`src/rtl/alarm_controller.sv`:
```
`default_nettype none
// ============================================================================
//  Module   : alarm_controller (with package alarm_controller_pkg)
//  Purpose  : Top-level keypad-alarm state machine. Arms from a push button,
//             counts down an entry delay after a sensor trip, then sounds the
//             siren for a fixed time before re-arming automatically. A
//             correct passcode disarms from SET or TRIGGER.
//  Ports    : clk              - system clock
//             rst              - synchronous active-high reset
//             btn1             - arm button, active-low, debounced
//             sensor           - door/motion sensor, asynchronous, active-high
//             passcode_correct - passcode checker holds a correct entry
//             system_state     - current FSM state (fsm_state_t)
//             timer            - entry-delay seconds remaining
//             siren            - high in STATE_ALARM
//             armed            - high in any state except STATE_IDLE
//  Revision : 1.0 - initial release
// ============================================================================

package alarm_controller_pkg;
  typedef enum logic [1:0] {
    STATE_IDLE    = 2'd0,
    STATE_SET     = 2'd1,
    STATE_TRIGGER = 2'd2,
    STATE_ALARM   = 2'd3
  } fsm_state_t;
endpackage

module alarm_controller
  import alarm_controller_pkg::*;
#(
  parameter int CLK_HZ        = 50_000_000,
  parameter int ENTRY_DELAY_S = 15,
  parameter int ALARM_S       = 60
) (
  input  logic               clk,
  input  logic               rst,
  input  logic               btn1,
  input  logic               sensor,
  input  logic               passcode_correct,
  output fsm_state_t         system_state,
  output logic signed [31:0] timer,
  output logic               siren,
  output logic               armed
);

  localparam int                   c_pre_w   = $clog2(CLK_HZ);
  localparam logic [c_pre_w-1:0]   c_pre_max = c_pre_w'(CLK_HZ - 1);
  localparam logic signed [31:0]   c_entry   = 32'(ENTRY_DELAY_S);
  localparam logic [31:0]          c_alarm   = 32'(ALARM_S);

  // Input conditioning
  logic r_arm_prev;
  logic r_arm_pulse;
  logic r_sync1;
  logic r_sensor_s;

  // State and counters
  fsm_state_t         r_state;
  fsm_state_t         w_state_nxt;
  logic signed [31:0] r_timer;
  logic signed [31:0] w_timer_nxt;
  logic [31:0]        r_alarm_cnt;
  logic [31:0]        w_alarm_nxt;
  logic [c_pre_w-1:0] r_pre;
  logic               w_tick;

  // Button is active-low: invert, then fire a single pulse on the press edge.
  always_ff @(posedge clk) begin
    if (rst) begin
      r_arm_prev  <= 1'b0;
      r_arm_pulse <= 1'b0;
    end else begin
      r_arm_prev  <= ~btn1;
      r_arm_pulse <= ~btn1 & ~r_arm_prev;
    end
  end

  // Two-flop synchroniser for the asynchronous sensor.
  always_ff @(posedge clk) begin
    if (rst) begin
      r_sync1    <= 1'b0;
      r_sensor_s <= 1'b0;
    end else begin
      r_sync1    <= sensor;
      r_sensor_s <= r_sync1;
    end
  end

  assign w_tick = (r_pre == c_pre_max);

  // One-second prescaler. Cleared on every state change so that each
  // countdown starts from a full second; idle in the unarmed/waiting states.
  always_ff @(posedge clk) begin
    if (rst) begin
      r_pre <= '0;
    end else if ((w_state_nxt != r_state) || (r_state == STATE_IDLE) ||
                 (r_state == STATE_SET)) begin
      r_pre <= '0;
    end else if (w_tick) begin
      r_pre <= '0;
    end else begin
      r_pre <= r_pre + 1'b1;
    end
  end

  always_comb begin
    w_state_nxt = r_state;
    w_timer_nxt = r_timer;
    w_alarm_nxt = r_alarm_cnt;
    case (r_state)
      STATE_IDLE: begin
        // passcode_correct deliberately ignored: the checker holds it one
        // cycle past disarm and that must not be treated as anything here.
        w_timer_nxt = c_entry;
        if (r_arm_pulse) begin
          w_state_nxt = STATE_SET;
        end
      end
      STATE_SET: begin
        w_timer_nxt = c_entry;
        if (passcode_correct) begin
          w_state_nxt = STATE_IDLE;
        end else if (r_sensor_s) begin
          w_state_nxt = STATE_TRIGGER;
        end
      end
      STATE_TRIGGER: begin
        // Disarm wins over the final tick.
        if (passcode_correct) begin
          w_state_nxt = STATE_IDLE;
          w_timer_nxt = c_entry;
        end else if (w_tick) begin
          if (r_timer <= 32'sd1) begin
            w_state_nxt = STATE_ALARM;
            w_timer_nxt = '0;
            w_alarm_nxt = c_alarm;
          end else begin
            w_timer_nxt = r_timer - 32'sd1;
          end
        end
      end
      STATE_ALARM: begin
        w_timer_nxt = '0;
        if (w_tick) begin
          if (r_alarm_cnt <= 32'd1) begin
            w_state_nxt = STATE_SET;
            w_timer_nxt = c_entry;
          end else begin
            w_alarm_nxt = r_alarm_cnt - 32'd1;
          end
        end
      end
      default: begin
        w_state_nxt = STATE_IDLE;
        w_timer_nxt = c_entry;
      end
    endcase
  end

  always_ff @(posedge clk) begin
    if (rst) begin
      r_state     <= STATE_IDLE;
      r_timer     <= c_entry;
      r_alarm_cnt <= '0;
    end else begin
      r_state     <= w_state_nxt;
      r_timer     <= w_timer_nxt;
      r_alarm_cnt <= w_alarm_nxt;
    end
  end

  assign system_state = r_state;
  assign timer        = r_timer;
  assign siren        = (r_state == STATE_ALARM);
  assign armed        = (r_state != STATE_IDLE);

endmodule
`default_nettype wire

```
`config.mk`:
```
export PLATFORM = sky130hd
export DESIGN_NAME = alarm_controller
export DESIGN_NICKNAME = d
export VERILOG_FILES = /design/src/rtl/alarm_controller.sv
export SDC_FILE = /design/constraint.sdc
export NUM_CORES = 1
export LEC_CHECK = 0
export CORE_MARGIN = 2
export CORE_UTILIZATION = 52
export DETAILED_ROUTE_END_ITERATION = 12
export GPL_TIMING_DRIVEN = 1
export PLACE_DENSITY = 0.76
export SLEW_MARGIN = 25
export SYNTH_ARGS = -nofsm -noshare
export SYNTH_HDL_FRONTEND = slang
export SYNTH_SLANG_ARGS = --single-unit
```
`constraint.sdc`:
```
create_clock -name clk -period 2.6 [get_ports clk]
set_input_delay 0.65 -clock clk [delete_from_list [all_inputs] [get_ports clk]]
set_output_delay 0.65 -clock clk [all_outputs]
set_load 0.01 [all_outputs]
```
Word-level counts from Yosys, hierarchy flattened
Index checks and enable logic that the tools add are counted.
{ "op_classes": {"n_shift": 0, "n_lt_le_gt_ge": 2, "reduce_logical": 8, "n_eq_ne": 11, "n_mul": 0, "n_mux": 21, "add_sub_neg": 3, "div_mod_pow": 0, "bitwise": 3} }
{ "op_table": {"columns": ["cell", "n"], "rows": [
  ["$mux W32", 8],
  ["$pmux W32 S3", 1],
  ["$pmux W32 S2", 1],
  ["$le A32 B1 Y1 const B", 1],
  ["$le A32 B2 Y1 const B", 1],
  ["$sub A32 B1 Y32 const B", 1],
  ["$sub A32 B2 Y32 const B", 1],
  ["$add A26 B1 Y26 const B", 1],
  ["$eq A26 B26 Y1 const B", 1],
  ["$mux W2", 8],
  ["$mux W4", 2],
  ["$ne A2 B2 Y1 const B", 4],
  ["$pmux W2 S4", 1],
  ["$reduce_and A6 Y1", 1],
  ["$eq A2 B2 Y1 const B", 2],
  ["$reduce_bool A2 Y1", 2],
  ["$ne A3 B3 Y1 const B", 1],
  ["$reduce_or A3 Y1", 1],
  ["$eq A2 B1 Y1 const B", 1],
  ["$logic_not A2 Y1", 1],
  ["$logic_or A1 B1 Y1", 2],
  ["$ne A2 B1 Y1 const B", 1],
  ["$ne A2 B2 Y1", 1],
  ["$not A1 Y1", 2],
  ["2 further kinds", 2]
]} }
{ "totals": {"romBits": 0, "register_bits": 96, "out_inout_bits": 36, "mem_bits_rw": 0, "in_bits": 5, "n_memories": 0, "latch_bits": 0} }

Longest topological paths before layout
Gate-level depths: netlist of run 1.
{ "logic_depth": {"ltp_word": 9, "mapped_depth": 10} }

Worst setup path after synthesis of run 1
Ideal clock, no wire load.
{ "synth_path": {"path_kind": "flip-flop to flip-flop", "startpoint": "register r_timer[17], in the netlist timer[17]", "endpoint": "register r_alarm_cnt[16]", "setup_time_ns": 0.121, "period_less_slack_ns": 2.783, "required_time_ns": 2.479, "t_arrival_ns": 2.663, "stages_incl_launch_ff": 8, "setup_slack_ns": -0.183, "n_path_buf": 1, "path_cell_list": "dfxtp_1 or4_4 or4_1 or4_4 o31ai_2 buf_6 nor2_1 mux2_2"} }
{ "synth_between": {"elab_chain_cells": 3} }
{ "synth_rtl": {"columns": ["element", "line_no", "text"], "rows": [
  ["from (decl)", "61", "logic signed [31:0] r_timer;"],
  ["from (signal assigned)", "164", "r_timer <= c_entry;"],
  ["from (signal assigned)", "168", "r_timer <= w_timer_nxt;"],
  ["$le A32 B2 Y1", "134", "if (r_timer <= 32'sd1) begin"],
  ["$ne A2 B2 Y1 (no source line)", null, null],
  ["$reduce_and A6 Y1 (no source line)", null, null],
  ["to (signal assigned)", "169", "r_alarm_cnt <= w_alarm_nxt;"],
  ["to (decl)", "63", "logic [31:0] r_alarm_cnt;"]
]} }
No other way between the ends.
A chain may end at the register's enable or synchronous reset.

Worst setup path after layout of run 1
{ "layout_path": {"startpoint": "register r_timer[19], in the netlist timer[19]", "endpoint": "register r_alarm_cnt[30]"} }
The elaborated chain is that of the path after synthesis.

==> results.json, run 1 <==
{
  "core_area_um2": 9200,
  "worstSetupPathType": "reg -> reg",
  "skew_ns": 0.0162,
  "rr_worst_depth": 7,
  "yosysSeqAreaShare": 0.392,
  "cts.sink_count": 96,
  "grt_max_degree": 48,
  "die_y_um": 101,
  "drt_pre_antenna_iters": 5,
  "die_x_um": 101,
  "fin_util": 0.681,
  "synth_compound_area_frac": 0.156,
  "hold_violations": 0,
  "worst_ep_arrival_time_ns": 2.92,
  "synthSimpleGateAreaFrac": 0.317,
  "dp_hpwl_um": 8950,
  "min_from": "r_arm_prev",
  "synth.top_cell.area_share": 0.392,
  "r2r_start": "timer[19]",
  "worstPathRequired_ns": 2.85,
  "period_share": 1.03,
  "violations": "setup timing",
  "hold_depth": 1,
  "syn_to_final_growth_pct": 27.6,
  "setup_slack_ns": -0.0709,
  "ys_ff_latch": 96,
  "crit_path_end_kind": "register",
  "synth-xor-area-share": 0.0786,
  "rsz0062_at_grt": "yes",
  "start_kind": "register",
  "gp_congestion": 0.862,
  "clkTransAtPathRegs_ns": 0.11,
  "p_per_area_nw_per_um2": 399,
  "antenna_found_initial": 0,
  "grt_usage": 0.249,
  "worst_slew_pin_slew_ns": 0.618,
  "vias": 4907,
  "synth-edff-count": 0,
  "clk_latency_ns": 0.36,
  "period_needed_ns": 2.67,
  "peakVddDrop_mv": 0.494,
  "synth_top_family_by_area": "simple AND/OR/NAND/NOR gates",
  "setup_viol": 8,
  "drive_gt1_frac": 0.189,
  "initial_core_util": 0.533,
  "wirelength_um": 12800,
  "fmax_ghz": 0.374,
  "routed_via_density": 6.17,
  "htree_levels": 3,
  "relSlewSlack": 0.585,
  "rows": 35,
  "crit_fanout": 11,
  "cts_buffer_depth": 2,
  "crit_start": "timer[19]",
  "routedWlPerCell_um": 16.1,
  "slew_violations": 0,
  "synth_ff_type": "dfxtp_1",
  "synth_cells": 587,
  "antennaDiodeCount": 0,
  "run_status": "finished, violations left",
  "synthArstFlopShare": 0,
  "drt_iter0_markers": 289,
  "holdWs_ns": 0.389,
  "cts-root-buf": "clkbuf_8",
  "final_nets": 689,
  "synth_warnings": 0,
  "cts_tree": "built",
  "hold_class": "reg -> reg",
  "syn_area_um2": 4900,
  "yosys-top-cells-area": "dfxtp_1, nor2_1, xor2_1",
  "leakage_uw": 0.00236,
  "numCtsBuffers": 9,
  "route.detailed.drc": 0,
  "synth_fa_ha_area_frac": 0.0128,
  "synth_cell_type_count": 58,
  "final_cell_count_no_fill": 795,
  "cap_violations": 0,
  "grt_overflow": 0,
  "port_buffers": 40,
  "syn_nets": 597,
  "postSynthAreaPerCell_um2": 8.36,
  "io_pins": 41,
  "yosysTopAreaCell": "dfxtp_1",
  "ant_nets": 0,
  "synth.area.mux_share": 0.00893,
  "grt_pass1_vias": 4577,
  "grt_pass1_wl_um": 20900,
  "post-place-cells": 770,
  "totalPowerFinal_uw": 2500,
  "die_area_um2": 10200
}
==> layer usage <==
metal / track usage / vias to the layer above / wire (µm)
met3: 0.0437 / 21 / 579
met1: 0.327 / 2370 / 5710
met5: 0 / - / 0
met2: 0.419 / 151 / 6320
li1: - / 2365 / -
met4: 0.0717 / 0 / 225
==> worst max-delay path: stages, from the launching register on <==
cell and delay [ns]:
dfxtp_2 0.34, or4_4 0.54, or4_4 0.43, or4_4 0.55, o31ai_4 0.23, buf_12 0.17
nor2_1 0.04, mux2_2 0.26
==> cell families (layout without fill, tap and decap cells) <==
logic type,after synthesis,in the layout
mux,4,4
flops,96,96
fa+ha+maj,5,5
xor+xnor,44,44
buf+inv,41,138
compound gates,112,112
simple gates,285,285
==> cells in the final DEF (no fill, tap or decap), types with 15 or more instances in the layout <==
| cell | instances |
|---|---|
| buf_4 | 56 |
| o31ai_1 | 17 |
| or4_1 | 24 |
| xnor2_1 | 15 |
| nor4_1 | 18 |
| nor3_1 | 26 |
| nand3_1 | 27 |
| nand2_1 | 28 |
| nor2_1 | 82 |
| inv_1 | 15 |
| xor2_1 | 29 |
| nand4_1 | 15 |
| a21oi_1 | 25 |
| clkdlybuf4s50_1 | 40 |
| dfxtp_1 | 93 |
==> metrics by stage <==
stage,cell area [µm²],TNS (ns),setup slack [ns]
5_1_grt,6260,-1.61,-0.132
4_1_cts,6120,-0.356,-0.0816
3_5_place_dp,5840,-3.39,-0.168
3_3_place_gp,5840,-1.74,-0.0741
2_1_floorplan,4960,-1.03,-0.0639
6_report,6260,-0.266,-0.0709
==> report_power, final <==
group | internal [µW] | leakage [µW] | switching (µW)
combinational | 30.1 | 0.00148 | 28.0
sequential | 1470 | 0.000776 | 3.21
clock | 379 | 0.000100 | 584
==> state kept, by name, summed over array words and instances (netlist names) <==
name,count
r_arm_prev,1
r_arm_pulse,1
timer,32
r_sync1,1
r_sensor_s,1
r_alarm_cnt,32
system_state,2
r_pre,26
==> path summary, 6_finish.rpt <==
check / slack [ns] / endpoint
worst max-delay path: -0.07 / r_alarm_cnt[30]
worst min register to register: 0.39 / r_arm_pulse
worst min-delay path: 0.39 / r_arm_pulse
worst max register to register: -0.07 / r_alarm_cnt[30]
==> timing repair <==
action / 4_1_cts / 5_1_grt
setup endpoints to repair: 39 / 55
pin swaps: 5 / 7
hold endpoints to repair: 0 / 0
setup buffers: 5 / 2
gates resized for setup: 15 / 22
hold buffers: 0 / 0
gates cloned: 1 / 1
==> cell type report <==
class | count | area, µm²
well taps | 111 | 139
flip-flops and latches | 96 | 1930
clock inverters | 7 | 68.8
inverters | 15 | 56.3
repair buffers | 107 | 987
fillers | 742 | 2940
clock buffers | 9 | 124
multi-input cells | 450 | 2960
==> Yosys cell counts (all sizes together), types with 16 or more instances <==
library cell  number
nor4              22
nor3              28
dfxtp             96
xor2              29
nor2              82
clkbuf            16
nand3             27
a21oi             30
or4               32
nand2             29
o31ai             19
Note: power is estimated with default switching activity, not from simulation.
==> run 2: changes to the inputs <==
--- a/config.mk
+++ b/config.mk
@@ -6,10 +6,11 @@
 export NUM_CORES = 1
 export LEC_CHECK = 0
 export CORE_MARGIN = 2
-export CORE_UTILIZATION = 52
+export CORE_UTILIZATION = 55
 export DETAILED_ROUTE_END_ITERATION = 12
 export GPL_TIMING_DRIVEN = 1
 export PLACE_DENSITY = 0.76
+export REMOVE_ABC_BUFFERS = 1
 export SLEW_MARGIN = 25
 export SYNTH_ARGS = -nofsm -noshare
 export SYNTH_HDL_FRONTEND = slang
==> constraint.sdc (replaced) <==
create_clock -name clk -period 3.2 [get_ports clk]
set_input_delay 0.8 -clock clk [delete_from_list [all_inputs] [get_ports clk]]
set_output_delay 0.8 -clock clk [all_outputs]
set_load 0.01 [all_outputs]
==> run 2 against run 1 <==
The run now ends clean. Maximum frequency shrank 12%. Sequential power fell by 19%. Hold slack about the same. Largest power group unchanged. Register-to-register slack better by 0.22 ns.
==> results.json, run 2 (synthesized netlist as in run 1, its figures left out) <==
{
  "run_status": "finished clean",
  "grt_pass1_vias": 4352,
  "crit_buf_inv": 0,
  "cp_slowest_stage_delay_ns": 0.89,
  "drt_iter0_markers": 266,
  "die_area_um2": 9690,
  "leakage_uw": 0.00208,
  "numCtsBuffers": 9,
  "slew_violations": 0,
  "antenna_found_initial": 0,
  "place_ws_ns": -0.0812,
  "final_cell_mix": "dfxtp_1, nor2_1, clkdlybuf4s50_1, or4_1",
  "port_buffers": 40,
  "final_nets": 648,
  "vias": 4631,
  "worst_ep_arrival_time_ns": 3.26,
  "grt_usage": 0.247,
  "ant_nets": 0,
  "io_pins": 41,
  "setup_tns_ns": 0,
  "die_y_um": 98.4,
  "cp_cell_sequence": "or4_4, or4_1, or4_4, o31ai_2, a311oi_1",
  "hold_class": "reg -> reg",
  "p_per_area_nw_per_um2": 347,
  "wirelength_um": 12100,
  "gp_congestion": 0.903,
  "rsz0062_at_grt": "no",
  "die_x_um": 98.4,
  "hold_violations": 0,
  "ctsHoldBuffers": 0,
  "drt_pre_antenna_iters": 5,
  "setup_viol": 0,
  "htree_levels": 3,
  "grt_max_degree": 31,
  "drive_gt1_frac": 0.0935,
  "cap_violations": 0,
  "fill_cells": 728,
  "skew_ns": 0.0128,
  "fmax_ghz": 0.328,
  "cts-root-buf": "clkbuf_8",
  "syn_to_final_growth_pct": 16.6,
  "grt_overflow": 0,
  "initial_core_util": 0.565,
  "crit_fanout": 11,
  "totalPowerFinal_uw": 1990,
  "routedWlPerCell_um": 16.1,
  "post_cts_buffers": 0,
  "cts_buffer_depth": 2,
  "relSlewSlack": 0.303,
  "worstPathRequired_ns": 3.41,
  "core_area_um2": 8680,
  "clkTransAtPathRegs_ns": 0.09,
  "worstSetupPathType": "reg -> reg",
  "cp_slowest_cell": "o31ai_2",
  "period_share": 0.952,
  "rows": 34,
  "crit_path_end_kind": "register",
  "antennaDiodeCount": 0,
  "critPathTopFamily": "simple AND/OR/NAND/NOR gates",
  "setup_slack_ns": 0.153,
  "worst_slew_pin_slew_ns": 1.04,
  "cts.sink_count": 96,
  "layout_commonest_cell": "dfxtp_1",
  "route.detailed.drc": 0,
  "cts_tree": "built",
  "dp_hpwl_um": 8320,
  "path_common_cell": "or4_4",
  "start_kind": "register",
  "period_needed_ns": 3.05,
  "clk_latency_ns": 0.37,
  "routed_via_density": 6.17,
  "grt_pass1_wl_um": 19900,
  "peakVddDrop_mv": 0.192,
  "cts_resized": 0,
  "fin_util": 0.659
}
==> run 2: final timing paths <==
check	start	endpoint	slack [ns]	cells past startpoint
worst max-delay path	timer[17]	r_alarm_cnt[1]	0.15	5
worst min-delay path	r_arm_prev	r_arm_pulse	0.39	1
worst max register to register	timer[17]	r_alarm_cnt[1]	0.15	5
worst min register to register	r_arm_prev	r_arm_pulse	0.39	1
==> run 2: worst reg2reg max path, stage by stage, from the launching register on <==
cell	delay, ns
dfxtp_1	0.32
or4_4	0.55
or4_1	0.45
or4_4	0.61
o31ai_2	0.89
a311oi_1	0.08
==> run 2: timing repair <==
action / 4_1_cts / 5_1_grt
cloned: 0 / 1
pin swaps: 1 / 1
setup endpoints to repair: 8 / 10
==> run 2: layout make-up <==
class	count	area [µm²]	area share
clock buffer	11	151	0.0265
tap	108	135	0.0236
timing repair buffer	65	588	0.103
multi-input combinational	451	2840	0.496
clock inverter	4	30.0	0.00525
inverter	15	56.3	0.00984
sequential	96	1920	0.336
==> run 2: per-layer routing <==
layer,up-vias,track usage,part of all wire
met5,-,0,0
met4,0,0.0969,0.012
met3,13,0.0298,0.050
met2,125,0.401,0.48
met1,2195,0.339,0.46
li1,2298,-,-
==> run 2: metrics by stage <==
stage / std cells / area (µm²) / hold slack (ns)
floorplan: 561 / 4790 / 0.367
global placement: 734 / 5530 / 0.371
CTS: 749 / 5710 / 0.391
finish: 750 / 5720 / 0.389
detailed placement: 734 / 5530 / 0.376
global route: 750 / 5720 / 0.396
==> run 2: report_power, final <==
part	switching (µW)	internal (µW)	total, µW
clock	431	321	751
sequential	2.91	1200	1200
combinational	20.7	14.5	35.3
total	454	1530	1990
==> run 3: changes to the inputs <==
--- a/config.mk
+++ b/config.mk
@@ -5,6 +5,7 @@
 export SDC_FILE = /design/constraint.sdc
 export NUM_CORES = 1
 export LEC_CHECK = 0
+export CORE_ASPECT_RATIO = 0.7
 export CORE_MARGIN = 2
 export CORE_UTILIZATION = 55
 export DETAILED_ROUTE_END_ITERATION = 12
==> run 3 against run 2 <==
Combinational power grew 3%. Global-route usage grew 2.6 points. Maximum frequency grew 3.5%. Register-to-register slack gained 0.10 ns. Via count grew 1.4%. Non-clock buffer count shrank 6. Critical path depth grew 2. Sequential cell count is the same. Die area grew 0.12%. Clock power grew 45%. Clock skew shrank 0.0029 ns. Critical path type unchanged. Critical endpoint is now r_alarm_cnt[30]. Highest routed layer unchanged.
==> results.json, run 3 (synthesized netlist as in run 1, its figures left out) <==
{
  "run_status": "finished clean",
  "initial_core_util": 0.574,
  "p_per_area_nw_per_um2": 400,
  "slew_violations": 0,
  "syn_to_final_growth_pct": 18.9,
  "leakage_uw": 0.00213,
  "layout_commonest_cell": "dfxtp_1",
  "final_cell_count_no_fill": 756,
  "clockPowerShare": 0.470,
  "stdcell_area_um2": 5830,
  "p_int_uw": 1830,
  "die_area_um2": 9700,
  "core_area_um2": 8550,
  "skew_ns": 0.00987,
  "cts_tree": "built",
  "routed_via_density": 6.21,
  "setup_viol": 0,
  "worst_ep_arrival_time_ns": 3.18,
  "worst-path-stages": 7,
  "crit_fanout": 52,
  "wirelength_um": 12400,
  "totalPowerFinal_uw": 2330,
  "crit_buf_inv": 1,
  "numCtsBuffers": 9,
  "dp_hpwl_um": 8700,
  "antennaDiodeCount": 0,
  "clkTransAtPathRegs_ns": 0.07,
  "worstPathRequired_ns": 3.44,
  "rows": 28,
  "grt_pass1_vias": 4431,
  "hold_violations": 0,
  "drive_gt1_frac": 0.0849,
  "worst_slew_pin_slew_ns": 0.783,
  "hold_depth": 1,
  "swShare": 0.216,
  "routedWlPerCell_um": 16.4,
  "cts_buffer_depth": 2,
  "final_nets": 641,
  "die_y_um": 83.0,
  "period_share": 0.920,
  "drt_pre_antenna_iters": 5,
  "ctsHoldBuffers": 0,
  "port_buffers": 40,
  "die_x_um": 117,
  "drt_iter0_markers": 407,
  "cap_violations": 0,
  "peakVddDrop_mv": 0.319,
  "relSlewSlack": 0.474,
  "worstSetupPathType": "reg -> reg",
  "antenna_found_initial": 0,
  "cp_slowest_stage_delay_ns": 0.68,
  "grt_pass1_wl_um": 21500,
  "start_kind": "register",
  "grt_usage": 0.273,
  "cp_cell_sequence": "or4_1, nand4b_4, or3_1, o211a_1, buf_12, nor4_1, mux2_2",
  "cts.sink_count": 96,
  "rr_worst_depth": 7,
  "hold_class": "reg -> reg",
  "setup_tns_ns": 0,
  "p_seq_frac": 0.515,
  "clk_latency_ns": 0.35,
  "cp_slowest_cell": "or4_1",
  "io_pins": 41,
  "net-switching-power_uw": 503,
  "placed_area_um2": 5520,
  "period_needed_ns": 2.94,
  "comb_power_share": 0.016,
  "htree_levels": 3,
  "gp_congestion": 0.917,
  "ant_nets": 0,
  "post_cts_buffers": 0,
  "final_cell_mix": "dfxtp_1, nor2_1, clkdlybuf4s50_1, or4_1",
  "fmax_ghz": 0.340,
  "cts-root-buf": "clkbuf_16",
  "route.detailed.drc": 0,
  "critPathTopFamily": "simple AND/OR/NAND/NOR gates",
  "grt_overflow": 0,
  "post-place-cells": 740,
  "grt_max_degree": 53,
  "vias": 4697,
  "rsz0062_at_grt": "no",
  "crit_path_end_kind": "register"
}
==> run 3: layout make-up <==
| cell class | instances | area (µm²) |
|---|---|---|
| well taps | 120 | 150 |
| clock buffers | 9 | 225 |
| fillers | 731 | 2720 |
| flip-flops and latches | 96 | 1920 |
| inverters | 15 | 56.3 |
| repair buffers | 59 | 568 |
| clock inverters | 7 | 78.8 |
| multi-input cells | 450 | 2830 |
==> run 3: layer usage <==
| layer | share of wire | GRT usage | up-vias |
|---|---|---|---|
| met5 | 0 | 0 | - |
| met4 | 0.014 | 0.0898 | 0 |
| met3 | 0.068 | 0.0715 | 19 |
| met2 | 0.44 | 0.386 | 145 |
| met1 | 0.48 | 0.402 | 2240 |
| li1 | - | - | 2293 |
==> run 3: final timing paths <==
path | slack (ns) | to | from
worst max-delay path | 0.26 | r_alarm_cnt[30] | timer[24]
worst min register to register | 0.40 | r_arm_pulse | r_arm_prev
worst max register to register | 0.26 | r_alarm_cnt[30] | timer[24]
worst min-delay path | 0.40 | r_arm_pulse | r_arm_prev
==> run 3: worst reg2reg max path, delay by kind of cell (launching register included) <==
kind	cells	cell delay (ns)
AO/OA/AOI/OAI	1	0.25
buffers and inverters	1	0.19
flip-flops	1	0.39
multiplexers	1	0.38
AND/OR/NAND/NOR	4	1.63
==> run 3: power by group through the flow <==
stage	Combinational, µW	Sequential, µW	Clock [µW]
floorplan	13.9	1230	0
global placement	34.7	1230	0
detailed placement	35.4	1230	0
CTS	35.8	1200	1120
global route	40.0	1200	1170
finish	36.4	1200	1090
==> run 3: per-stage QoR <==
step           hold WS, ns  utilization  setup slack (ns)
5_1_grt              0.424        0.682            0.0702
2_1_floorplan        0.367            -            -0.254
4_1_cts              0.410        0.681             0.210
3_5_place_dp         0.398        0.646             0.253
3_3_place_gp         0.373        0.646             0.332
6_report             0.404        0.682             0.257
==> run 3: timing repair <==
action	CTS	global route
endpoints found under the hold margin	0	0
endpoints found under the setup margin	0	9
gates resized for setup	0	1
